**src/rtl/cla_multiword_sequencer_pkg.sv**
```systemverilog
// rtl/cla_multiword_sequencer_pkg.sv - shared types and helpers for the multiword CLA sequencer
package cla_seq_pkg;

  typedef enum logic [1:0] {
    IDLE = 2'd0,
    RUN  = 2'd1,
    DONE = 2'd2
  } cla_seq_state_t;

  // Operands of equal sign producing a result of the other sign overflow.
  function automatic logic signed_ovf(input logic a_msb, input logic b_msb, input logic s_msb);
    return (a_msb == b_msb) && (s_msb != a_msb);
  endfunction

endpackage

```
**src/rtl/cla_multiword_sequencer_if.sv**
```systemverilog
// rtl/cla_multiword_sequencer_if.sv - request/result handshake bundle for the multiword CLA sequencer
interface cla_multiword_sequencer_if #(
  parameter int N     = 8,
  parameter int WORDS = 4
);
  logic                 in_valid;
  logic                 in_ready;
  logic [N*WORDS-1:0]   a;
  logic [N*WORDS-1:0]   b;
  logic                 c_in;
  logic                 sub;
  logic                 out_valid;
  logic                 out_ready;
  logic [N*WORDS-1:0]   sum;
  logic                 c_out;
  logic                 ovf;

  modport master (
    output in_valid, a, b, c_in, sub, out_ready,
    input  in_ready, out_valid, sum, c_out, ovf
  );

  modport slave (
    input  in_valid, a, b, c_in, sub, out_ready,
    output in_ready, out_valid, sum, c_out, ovf
  );
endinterface

```
**src/rtl/cla_adder.sv**
```systemverilog
// rtl/cla_adder.sv - N-bit carry-lookahead adder with flat generate/propagate carry terms
module cla_adder #(
  parameter int N = 8
) (
  input  logic [N-1:0] a,
  input  logic [N-1:0] b,
  input  logic         c_in,
  output logic [N-1:0] s,
  output logic         c_out
);

  logic [N-1:0] w_g;
  logic [N-1:0] w_p;
  logic [N:0]   w_c;
  logic         w_prod;

  assign w_g = a & b;
  assign w_p = a ^ b;

  // Each carry is a sum of products over lower generate bits, never a ripple chain.
  always_comb begin
    w_c    = '0;
    w_prod = 1'b0;
    w_c[0] = c_in;
    for (int i = 0; i < N; i++) begin
      w_c[i+1] = w_g[i];
      w_prod   = w_p[i];
      for (int j = i - 1; j >= 0; j--) begin
        w_c[i+1] = w_c[i+1] | (w_prod & w_g[j]);
        w_prod   = w_prod & w_p[j];
      end
      w_c[i+1] = w_c[i+1] | (w_prod & c_in);
    end
  end

  assign s     = w_p ^ w_c[N-1:0];
  assign c_out = w_c[N];

endmodule

```
**src/rtl/cla_multiword_sequencer.sv**
```systemverilog
// rtl/cla_multiword_sequencer.sv - wide add/subtract computed one N-bit chunk per cycle on a single CLA
module cla_multiword_sequencer
  import cla_seq_pkg::*;
#(
  parameter int N     = 8,
  parameter int WORDS = 4
) (
  input  logic                        clk,
  input  logic                        reset,
  cla_multiword_sequencer_if.slave    bus
);

  localparam int            W        = N * WORDS;
  localparam int            IW       = (WORDS > 1) ? $clog2(WORDS) : 1;
  localparam logic [IW-1:0] LAST_IDX = IW'(WORDS - 1);

  cla_seq_state_t r_state;
  cla_seq_state_t w_next;

  logic [IW-1:0] r_idx;
  logic          r_carry;
  logic [W-1:0]  r_a;
  logic [W-1:0]  r_b;
  logic [W-1:0]  r_sum;
  logic          r_cout;
  logic          r_ovf;

  logic [N-1:0]  w_ca;
  logic [N-1:0]  w_cb;
  logic [N-1:0]  w_s;
  logic          w_co;
  logic          w_accept;
  logic          w_last;

  assign w_ca     = r_a[r_idx*N +: N];
  assign w_cb     = r_b[r_idx*N +: N];
  assign w_accept = (r_state == IDLE) && bus.in_valid;
  assign w_last   = (r_idx == LAST_IDX);

  cla_adder #(.N(N)) u_cla (
    .a     (w_ca),
    .b     (w_cb),
    .c_in  (r_carry),
    .s     (w_s),
    .c_out (w_co)
  );

  always_comb begin
    w_next = r_state;
    case (r_state)
      IDLE:    if (bus.in_valid)  w_next = RUN;
      RUN:     if (w_last)        w_next = DONE;
      DONE:    if (bus.out_ready) w_next = IDLE;
      default:                    w_next = IDLE;
    endcase
  end

  always_ff @(posedge clk) begin
    if (reset) r_state <= IDLE;
    else       r_state <= w_next;
  end

  // B is stored pre-inverted for subtract, so RUN never needs to know the mode.
  always_ff @(posedge clk) begin
    if (reset) begin
      r_idx   <= '0;
      r_carry <= 1'b0;
      r_a     <= '0;
      r_b     <= '0;
      r_sum   <= '0;
      r_cout  <= 1'b0;
      r_ovf   <= 1'b0;
    end else if (w_accept) begin
      r_a     <= bus.a;
      r_b     <= bus.sub ? ~bus.b : bus.b;
      r_carry <= bus.sub | bus.c_in;
      r_idx   <= '0;
    end else if (r_state == RUN) begin
      r_sum[r_idx*N +: N] <= w_s;
      r_carry             <= w_co;
      r_idx               <= w_last ? '0 : r_idx + 1'b1;
      if (w_last) begin
        r_cout <= w_co;
        r_ovf  <= signed_ovf(r_a[W-1], r_b[W-1], w_s[N-1]);
      end
    end
  end

  assign bus.in_ready  = (r_state == IDLE);
  assign bus.out_valid = (r_state == DONE);
  assign bus.sum       = r_sum;
  assign bus.c_out     = r_cout;
  assign bus.ovf       = r_ovf;

endmodule

```
**src/flat_wrapper.sv**
```systemverilog
// flat-port wrapper written by rule: the top's interface ports become plain ports
module cla_multiword_sequencer_flat import cla_seq_pkg::*;
#(
  parameter int N     = 8,
  parameter int WORDS = 4
)
  (clk, reset, bus_in_valid, bus_a, bus_b, bus_c_in, bus_sub, bus_out_ready, bus_in_ready, bus_out_valid, bus_sum, bus_c_out, bus_ovf);
  cla_multiword_sequencer_if #(.N(N), .WORDS(WORDS)) bus_i ();
  input  logic clk;
  input  logic reset;
  input wire logic [$bits(bus_i.in_valid)-1:0] bus_in_valid;
  input wire logic [$bits(bus_i.a)-1:0] bus_a;
  input wire logic [$bits(bus_i.b)-1:0] bus_b;
  input wire logic [$bits(bus_i.c_in)-1:0] bus_c_in;
  input wire logic [$bits(bus_i.sub)-1:0] bus_sub;
  input wire logic [$bits(bus_i.out_ready)-1:0] bus_out_ready;
  output wire logic [$bits(bus_i.in_ready)-1:0] bus_in_ready;
  output wire logic [$bits(bus_i.out_valid)-1:0] bus_out_valid;
  output wire logic [$bits(bus_i.sum)-1:0] bus_sum;
  output wire logic [$bits(bus_i.c_out)-1:0] bus_c_out;
  output wire logic [$bits(bus_i.ovf)-1:0] bus_ovf;
  assign bus_i.in_valid = bus_in_valid;
  assign bus_i.a = bus_a;
  assign bus_i.b = bus_b;
  assign bus_i.c_in = bus_c_in;
  assign bus_i.sub = bus_sub;
  assign bus_i.out_ready = bus_out_ready;
  assign bus_in_ready = bus_i.in_ready;
  assign bus_out_valid = bus_i.out_valid;
  assign bus_sum = bus_i.sum;
  assign bus_c_out = bus_i.c_out;
  assign bus_ovf = bus_i.ovf;
  cla_multiword_sequencer #(.N(N), .WORDS(WORDS)) u_core (.clk(clk), .reset(reset), .bus(bus_i));
endmodule
```
**config.mk**
```make
export PLATFORM = sky130hd
export DESIGN_NAME = cla_multiword_sequencer_flat
export DESIGN_NICKNAME = d
export VERILOG_FILES = /design/src/rtl/cla_multiword_sequencer_pkg.sv /design/src/rtl/cla_multiword_sequencer_if.sv /design/src/rtl/cla_adder.sv /design/src/rtl/cla_multiword_sequencer.sv /design/src/flat_wrapper.sv
export SDC_FILE = /design/constraint.sdc
export NUM_CORES = 1
export LEC_CHECK = 0
export BUFFER_PORTS_ARGS = -buffer_cell sky130_fd_sc_hd__buf_2
export CORE_MARGIN = 2
export CORE_UTILIZATION = 50
export CTS_CLUSTER_SIZE = 20
export DETAILED_ROUTE_END_ITERATION = 7
export GPL_ROUTABILITY_DRIVEN = 0
export HOLD_SLACK_MARGIN = 0.03
export PLACE_DENSITY = 0.72
export SYNTH_ARGS = -nofsm -noshare
export SYNTH_HDL_FRONTEND = slang
export SYNTH_SLANG_ARGS = --single-unit
```
**constraint.sdc**
```tcl
create_clock -name clk -period 7.1 [get_ports clk]
set_input_delay 1.42 -clock clk [delete_from_list [all_inputs] [get_ports clk]]
set_output_delay 1.42 -clock clk [all_outputs]
set_load 0.02 [all_outputs]
```
==> summary.md, run 1 <==
| Metric | Value |
|---|---|
| Outcome | complete, no violations |
| Rows | 35 |
| Area leader, netlist | dfxtp_1 |
| Post-synth top flop | dfxtp_1 |
| Die height | slightly above 100 microns |
| Pin count of the biggest net entering global routing | between 100 and 150 |
| Synth Cell Area | approximately 4700 sq um |
| Max cap viols | 0 |
| Synth top area cells | dfxtp_1, mux4_2, xnor2_1 |
| # diodes | 0 |
| Post-layout net count | 683 |
| WHS Path Cells | 2 |
| VDD IR max | between 80 and 90 uV |
| Xor/xnor share of the synthesized area | 0.0669 |
| Die area | between 10000 and 15000 sq um |
| Vias in the first global route | 3725 |
| CP Class | reg2reg |
| Clk root buf | clkbuf_8 |
| Period utilisation layout | 0.497 |
| Number of routed nets with antenna violations | 0 |
| Top-area cell type share of the netlist area | 0.438 |
| EDFF count, synth | 0 |
| H-tree depth | 3 |
| CTS tree | done |
| Post-route setup slack | approximately 3600 ps |
| Gr ovfl total | 0 |
| Seq/Total Area, Yosys | 0.438 |
| Startpoint Class | flip-flop |
| Layout cells sized above 1 | 0.242 |
| Starting Density | 0.512 |
| Postcts setup bufs | 0 |
| Arr. time, crit path | ~3700 ps |
| RSZ-0062 raised after global routing | no |
| R2R cell count | 8 |
| Cts repair resizes | 0 |
| Vias per cell | about 5.4 |
| Total CTS buffers | 9 |
| Number of I/O port buffers | ~110 |
| DP Wirelength | between 7 and 8 mm |
| Tightest Hold Check Type | reg2reg |
| Setup tns final | 0 ps |
| DRC Markers | 0 |
| Core area | ~9000 sq um |
| Seq cells post-synth | between 100 and 150 |
| Mux share of post-synthesis cell area | 0.0786 |
| Clock-pin slew on the worst setup and hold paths | 100 ps |
| Slew Viols, Final | 0 |
| P_leak | 0.00220 uW |
| Avg Synthesized Cell Area | approximately 9.1 sq um |
| Netlist cell types | 43 |
| Initial antenna violation count | 0 |
| Clk sinks | ~100 |
| Die extent in x | 101 microns |
| Power Density | between 200 and 250 nW/um^2 |
| Most instantiated library cell after synthesis | dfxtp_1 |
| Worst endpoint required time | approximately 7300 ps |
| Total GRT Usage | 0.214 |
| Post-synthesis simple-gate area fraction | 0.160 |
| DRT iter0 DRCs | between 150 and 200 |
| First-pass GRT wire length | 17.3 mm |
| Main combinational cell family by area after synthesis | compound AO/OA/AOI/OAI gates |
| Adder-cell share of the synthesized area | 0.0414 |
| Drt wl/cell | roughly 15 microns |
| Placed insts | 698 |
| Post-synth top cells | dfxtp_1, nand2_1, nor2_1 |
| Relative slew margins | 0.286 |
| Worst-path fanout max | 16 |
| Vias | roughly 3900 |
| Setup Skew | 9.83 ps |
| Ys Warns | 0 |
| Post-Layout Cell Count | around 700 |
| Cells after synthesis | around 520 |
| Detailed Routing Iterations Pass 1 | 4 |
| Reg2Reg Setup Slack | around 3600 ps |
| Clk_lat worst skew | approximately 370 ps |
| Syn_nets | 600 |
| Ys async rst share | 0 |
| Total power draw | around 1200 uW |
| Fin crit period | 3530 ps |
| Final hold violations | 0 |
| Final setup fails | 0 |
| Setup slack at placement | approximately 3600 ps |
| Hold Slack | between 400 and 500 ps |
| Slew at the pin closest to its max-slew limit | 1070 ps |
| Worst setup EP type | flip-flop |
| CTS max path bufs | 2 |
| Post-synthesis compound-gate area fraction | 0.181 |
| Layout area overhead | 15.8% |
| Boundary Pins | ~110 |
| CTS Hold Bufs | 0 |
| Max Clk Rate | 284 MHz |
| Drt total wl | 10.5 mm |
[routing by layer]
| layer | share of wire | routed length (microns) | track usage | vias to the layer above |
|---|---|---|---|---|
| met5 | 0 | 0 | 0 | - |
| met4 | 0.013 | 133 | 0.0717 | 0 |
| met3 | 0.066 | 692 | 0.0451 | 10 |
| met2 | 0.48 | 5020 | 0.353 | 107 |
| met1 | 0.45 | 4700 | 0.281 | 1771 |
| li1 | - | - | - | 1978 |
[metrics by stage]
step	utilization	cell area, sq um
2_1_floorplan	-	4710
3_3_place_gp	0.572	5260
3_5_place_dp	0.572	5260
4_1_cts	0.593	5460
5_1_grt	0.593	5460
6_report	0.593	5460
[path summary, 6_finish.rpt]
| kind | startpoint | to |
|---|---|---|
| max | u_core.r_idx[0] | u_core.bus.sum[22] |
| min | u_core.bus.sum[31] | u_core.bus.sum[31] |
| max reg2reg | u_core.r_idx[0] | u_core.bus.sum[22] |
| min reg2reg | u_core.bus.sum[31] | u_core.bus.sum[31] |
[report_power, final]
part / total (uW) / leakage [uW] / switching, uW / internal, uW
Combinational: 200 / 0.00126 / 114 / 85.3
Sequential: 626 / 0.000843 / 18.5 / 607
Clock: 371 / 0.0000997 / 198 / 173
[sequential cells by signal, summed over array words and instances, names as in the netlist]
signal,cells
u_core.bus.sum,32
u_core.r_a,32
u_core.r_b,32
u_core.r_idx,2
u_core.r_state,2
u_core.bus.c_out,1
u_core.bus.ovf,1
u_core.r_carry,1
[layout make-up]
| type | count | area [sq um] |
|---|---|---|
| inverter | 8 | 30.0 |
| fill | 813 | 3740 |
| timing repair buffer | 107 | 543 |
| multi-input combinational | 369 | 2480 |
| sequential | 103 | 2060 |
| clock buffer | 11 | 141 |
| clock inverter | 5 | 56.3 |
| tap | 111 | 139 |
[worst max-delay path, stage by stage (launching register included)]
cell and delay [ps]:
dfxtp_1 610, buf_4 400, mux4_2 580, ha_1 350, a211oi_2 320, nor3_2 100, o21ai_0 600, a211o_1 300
o31ai_1 100
[kinds of logic after synthesis]
kind of cell / after synthesis
buffers and inverters: 43
adder cells (fa/ha/maj): 15
multiplexers: 17
AO/OA/AOI/OAI: 127
AND/OR/NAND/NOR: 174
flip-flops: 103
XOR/XNOR: 36
[cells in the final DEF (no fill, tap or decap), types with 16 or more instances in the layout]
cell type  Yosys  routed
buf_2          4     104
xnor2_1       34      34
mux4_2        16      16
a21oi_1       44      44
nand2_1       75      75
dfxtp_1      103     103
nor2_1        68      68
a211oi_1      33      33
No activity file was read; power rests on OpenSTA's default activity.
==> inputs of run 2 (changes only) <==
==> constraint.sdc (replaced) <==
create_clock -name clk -period 3.4 [get_ports clk]
set_input_delay 0.68 -clock clk [delete_from_list [all_inputs] [get_ports clk]]
set_output_delay 0.68 -clock clk [all_outputs]
set_load 0.02 [all_outputs]
==> summary.md, run 2 (synthesis results as in run 1) <==
| Metric | Value |
|---|---|
| Rows | 35 (unchanged) |
| Comb power frac | 0.172 (+0.005) |
| Slew at the pin closest to its max-slew limit | 904 ps (-167 ps) |
| Arr. time, crit path | 3290 ps (-440 ps) |
| Total CTS buffers | 9 (unchanged) |
| Post-layout net count | 690 (+1.0%) |
| DRT iter0 DRCs | 162 (-9.0%) |
| Startpoint Class | flip-flop |
| P_int | 1810 uW (+110%) |
| Worst setup EP type | flip-flop |
| Cts repair resizes | 0 (unchanged) |
| Total GRT Usage | 0.218 (+0.00318) |
| Relative slew margins | 0.392 (+0.106) |
| Max cap viols | 0 (unchanged) |
| Switch Pwr | 730 uW (+120%) |
| # diodes | 0 (unchanged) |
| Final Instance Area | 5540 sq um (+1.4%) |
| Vias in the first global route | 3744 (+0.51%) |
| Clk root buf | clkbuf_8 |
| CP Class | reg2reg |
| Core area | 9200 sq um (unchanged) |
| Clock power frac | 0.316 (+0.006) |
| CTS Hold Bufs | 0 (unchanged) |
| FF/Latch Area | 2060 sq um (unchanged) |
| CTS max path bufs | 2 (unchanged) |
| Number of routed nets with antenna violations | 0 (unchanged) |
| Initial antenna violation count | 0 (unchanged) |
| Worst endpoint required time | 3670 ps (-3640 ps) |
| Clk sinks | 103 (unchanged) |
| Clock-pin slew on the worst setup and hold paths | 110 ps (about the same) |
| Clk_lat worst skew | 360 ps (about the same) |
| First-pass GRT wire length | 17.8 mm (+2.8%) |
| Power Density | 460 nW/um^2 (+110%) |
| Net Sw Frac | 0.287 (+0.0101) |
| Die area | 10200 sq um (unchanged) |
| Starting Density | 0.512 (unchanged) |
| Detailed Routing Iterations Pass 1 | 4 (unchanged) |
| H-tree depth | 3 (unchanged) |
| Most common cell after layout, fill and taps aside | buf_2 |
| Tightest Hold Check Type | reg2reg |
| Layout cells sized above 1 | 0.252 (+0.0103) |
| Boundary Pins | 106 (unchanged) |
| Gr ovfl total | 0 (unchanged) |
| Max Clk Rate | 331 MHz (+17%) |
| Period utilisation layout | 0.890 (+0.393) |
| Postcts setup bufs | 0 (unchanged) |
| Slew Viols, Final | 0 (unchanged) |
| RSZ-0062 raised after global routing | no |
| Pin count of the biggest net entering global routing | 92 (-18%) |
| Most frequent cells in the layout | buf_2, dfxtp_1, nand2_1, nor2_1, a21oi_1 |
| P_leak | 0.00225 uW (+2.1%) |
| Drt wl/cell | 14.8 microns (about the same) |
| Layout area overhead | 17.5% |
| CTS tree | done |
| Final setup fails | 0 (unchanged) |
| Placed Area | 5320 sq um (+1.2%) |
| Drt total wl | 10.6 mm (+0.91%) |
| Vias per cell | 5.48 (+1.3%) |
| Die height | 101 microns (unchanged) |
| DP Wirelength | 7.97 mm (+3.9%) |
| Setup Skew | 15.0 ps (+5.21 ps) |
| Die extent in x | 101 microns (unchanged) |
| Reg power frac | 0.512 (-0.011) |
| Final hold violations | 0 (unchanged) |
| VDD IR max | 197 uV (+130%) |
| Worst-path fanout max | 15 (-1) |
| Vias | 3954 (+2.3%) |
| Setup tns final | 0 ps (unchanged) |
| Number of I/O port buffers | 105 (unchanged) |
| Fin crit period | 3020 ps (-502 ps) |
| DRC Markers | 0 (unchanged) |
| FILL cells | 833 (+2.5%) |
| Fin util | 0.602 (+0.00857) |
| Multi-input logic area | 2480 sq um (unchanged) |
| Outcome | complete, no violations |
run 2: critical path, stage by stage, from the launching register on:
cell and delay (ps):
dfxtp_1 340, buf_4 280, mux4_2 580, ha_1 350
a211oi_2 310, or3_2 200, a21oi_2 100, or4_1 510
a311oi_1 270
run 2: path summary, 6_finish.rpt:
check / slack (ps) / to / from / cells after the start
min: 460 / u_core.r_a[5] / u_core.r_a[5] / 2
max: 380 / u_core.bus.ovf / u_core.r_idx[0] / 8
min reg2reg: 460 / u_core.r_a[5] / u_core.r_a[5] / 2
max reg2reg: 380 / u_core.bus.ovf / u_core.r_idx[0] / 8
run 2: layer usage:
layer,GRT usage,vias up,wire (microns)
li1,-,1998,-
met1,0.289,1838,4870
met2,0.368,100,5130
met3,0.0354,18,468
met4,0.0593,0,181
met5,0,-,0
run 2: cell type report:
cell class | instances | area share
clock inverter | 7 | 0.0158
tap | 111 | 0.0251
timing repair buffer | 114 | 0.110
clock buffer | 9 | 0.0224
inverter | 8 | 0.00542
sequential | 103 | 0.373
multi-input combinational | 369 | 0.449
run 2: per-stage QoR:
step	hold WS [ps]	power, uW	cells	setup slack (ps)
final	460	2540	721	376
after global routing	482	2660	721	186
after CTS	462	2560	721	352
after detailed placement	447	1770	705	374
after global placement	441	1750	705	454
after floorplan	433	1630	515	281
run 2: power groups by stage:
stage / Sequential, uW / Clock [uW] / Combinational, uW
after floorplan: 1330 / 0 / 300
after global placement: 1330 / 0 / 426
after detailed placement: 1330 / 0 / 437
after CTS: 1300 / 819 / 438
after global routing: 1310 / 868 / 485
final: 1300 / 805 / 437
==> inputs of run 3 (changes only) <==
--- a/config.mk
+++ b/config.mk
@@ -13,6 +13,7 @@
 export GPL_ROUTABILITY_DRIVEN = 0
 export HOLD_SLACK_MARGIN = 0.03
 export PLACE_DENSITY = 0.72
+export SLEW_MARGIN = 25
 export SYNTH_ARGS = -nofsm -noshare
 export SYNTH_HDL_FRONTEND = slang
 export SYNTH_SLANG_ARGS = --single-unit
==> constraint.sdc (replaced) <==
create_clock -name clk -period 2.9 [get_ports clk]
set_input_delay 0.58 -clock clk [delete_from_list [all_inputs] [get_ports clk]]
set_output_delay 0.58 -clock clk [all_outputs]
set_load 0.02 [all_outputs]
==> summary.md, run 3 (synthesis results as in run 1) <==
| Metric | Value |
|---|---|
| Worst endpoint required time | 3180 ps (-490 ps) |
| Clock power frac | 0.300 (-0.016) |
| Post-layout net count | 702 (+1.7%) |
| Comb power frac | 0.192 (+0.020) |
| Number of routed nets with antenna violations | 0 (unchanged) |
| Fin crit period | 2830 ps (-194 ps) |
| Gr ovfl total | 0 (unchanged) |
| Clk root buf | clkbuf_8 |
| Die area | 10200 sq um (unchanged) |
| DRT iter0 DRCs | 148 (-8.6%) |
| Slew Viols, Final | 0 (unchanged) |
| Most common cell after layout, fill and taps aside | buf_2 |
| Layout cells sized above 1 | 0.277 (+0.0245) |
| Final setup fails | 0 (unchanged) |
| Net Sw Frac | 0.273 (-0.0139) |
| Total CTS buffers | 9 (unchanged) |
| WP buf/inv | 2 (+1) |
| CP cell instances | buf_12 -> mux4_2 -> ha_4 -> a211oi_4 -> buf_4 -> nor3_4 -> nor4_2 -> or4_1 -> a311oi_2 |
| P_int | 2190 uW (+21%) |
| Final hold violations | 0 (unchanged) |
| Most frequent cells in the layout | buf_2, dfxtp_1, nand2_1, nor2_1, a21oi_1 |
| VDD IR max | 229 uV (+16%) |
| Reg power frac | 0.508 (-0.004) |
| Clock-pin slew on the worst setup and hold paths | 100 ps (about the same) |
| FILL cells | 789 (-5.3%) |
| Initial antenna violation count | 0 (unchanged) |
| Startpoint Class | flip-flop |
| Post-route setup slack | 69.6 ps (-306 ps) |
| Placed Area | 5390 sq um (+1.2%) |
| Worst-path fanout max | 7 (-8) |
| Number of I/O port buffers | 105 (unchanged) |
| Clk sinks | 103 (unchanged) |
| First-pass GRT wire length | 18.4 mm (+3.5%) |
| Total GRT Usage | 0.227 (+0.00968) |
| DP Wirelength | 8.07 mm (+1.2%) |
| H-tree depth | 3 (unchanged) |
| CTS max path bufs | 2 (unchanged) |
| Drt wl/cell | 15.5 microns (+5.0%) |
| Worst setup EP type | flip-flop |
| Vias | 4046 (+2.3%) |
| Max cap viols | 0 (unchanged) |
| Multi-input logic area | 2580 sq um (+3.9%) |
| CP Class | reg2reg |
| Rows | 35 (unchanged) |
| DRC Markers | 0 (unchanged) |
| Switch Pwr | 822 uW (+13%) |
| Outcome | complete, no violations |
| Total power draw | 3010 uW (+18%) |
| Starting Density | 0.512 (unchanged) |
| CTS tree | done |
| Slowest stage delay, CP | 550 ps (-30 ps) |
| Vias in the first global route | 3849 (+2.8%) |
| Max Clk Rate | 353 MHz (+6.9%) |
| Die extent in x | 101 microns (unchanged) |
| Crit path max-delay family | simple AND/OR/NAND/NOR gates |
| Boundary Pins | 106 (unchanged) |
| Power Density | 523 nW/um^2 (+14%) |
| # diodes | 0 (unchanged) |
| Final Instance Area | 5760 sq um (+4.0%) |
| Pin count of the biggest net entering global routing | 81 (-12%) |
| Detailed Routing Iterations Pass 1 | 4 (unchanged) |
| Fin util | 0.626 (+0.0239) |
| Slowest-stage cell, CP | mux4_2 |
| Die height | 101 microns (unchanged) |
| P_leak | 0.00232 uW (+3.3%) |
| Layout area overhead | 22.1% |
| Drt total wl | 11.4 mm (+6.6%) |
| Tightest Hold Check Type | in2reg |
| Arr. time, crit path | 3110 ps (-180 ps) |
| Relative slew margins | 0.433 (+0.0418) |
| FF/Latch Area | 2070 sq um (+0.18%) |
| Setup Skew | 12.6 ps (-2.42 ps) |
| Core area | 9200 sq um (unchanged) |
| Slew at the pin closest to its max-slew limit | 850 ps (-54.4 ps) |
| Period utilisation layout | 0.976 (+0.0865) |
| Vias per cell | 5.53 (+0.79%) |
| Setup slack at placement | -4.20 ps (-378 ps) |
| Clk_lat worst skew | 360 ps (about the same) |
## run 3: cell count changes in the layout (fill, tap and decap cells not counted), sizes merged
cell	change
buf	+11
clkbuf	+4
inv	-4
clkinv	-1
clkinvlp	+1
## run 3: through the flow
stage          cells  TNS [ps]  hold WS (ps)
2_1_floorplan    515         0           433
6_report         732         0           447
5_1_grt          732     -65.2           444
4_1_cts          729         0           438
3_3_place_gp     710         0           442
3_5_place_dp     710     -4.20           446
## run 3: final cells by class
class / count / share of cell area
Sequential cell: 103 / 0.359
Inverter: 8 / 0.00522
Tap cell: 111 / 0.0241
Timing Repair Buffer: 126 / 0.129
Clock buffer: 12 / 0.0270
Multi-Input combinational cell: 369 / 0.449
Clock inverter: 3 / 0.00739
## run 3: metal layers
metal  track usage  vias to the layer above  routed length [microns]
li1              -                     2030                        -
met1         0.291                     1863                     4990
met2         0.388                      130                     5570
met3        0.0395                       23                      535
met4        0.0769                        0                      251
met5             0                        -                        0
## run 3: worst reg2reg max path, stage by stage, from the launching register on
cell and delay [ps]:
dfxtp_4 390, buf_12 130, mux4_2 550, ha_4 320, a211oi_4 70, buf_4 160, nor3_4 220, nor4_2 90
or4_1 540, a311oi_2 280
## run 3: worst paths after layout
kind | start | endpoint | slack (ps) | depth (start not counted)
worst max-delay path | u_core.r_idx[0] | u_core.bus.ovf | 70 | 9
worst min register to register | u_core.r_a[18] | u_core.r_a[18] | 460 | 2
worst max register to register | u_core.r_idx[0] | u_core.bus.ovf | 70 | 9
worst min-delay path | bus_a[5] | u_core.r_a[5] | 450 | 3
## run 3: power groups by stage
stage,registers [uW],logic (uW),clock network (uW)
2_1_floorplan,1560,353,0
3_3_place_gp,1560,512,0
3_5_place_dp,1560,526,0
4_1_cts,1530,535,920
5_1_grt,1540,635,983
6_report,1530,579,904
## run 3: what timing repair did
item | in CTS | in global routing
gates cloned | 0 | 1
buffers inserted | 4 | 2
pin swaps | 1 | 2
hold buffers | 0 | 0
endpoints found under the setup margin | 1 | 5
gates resized for setup | 1 | 12
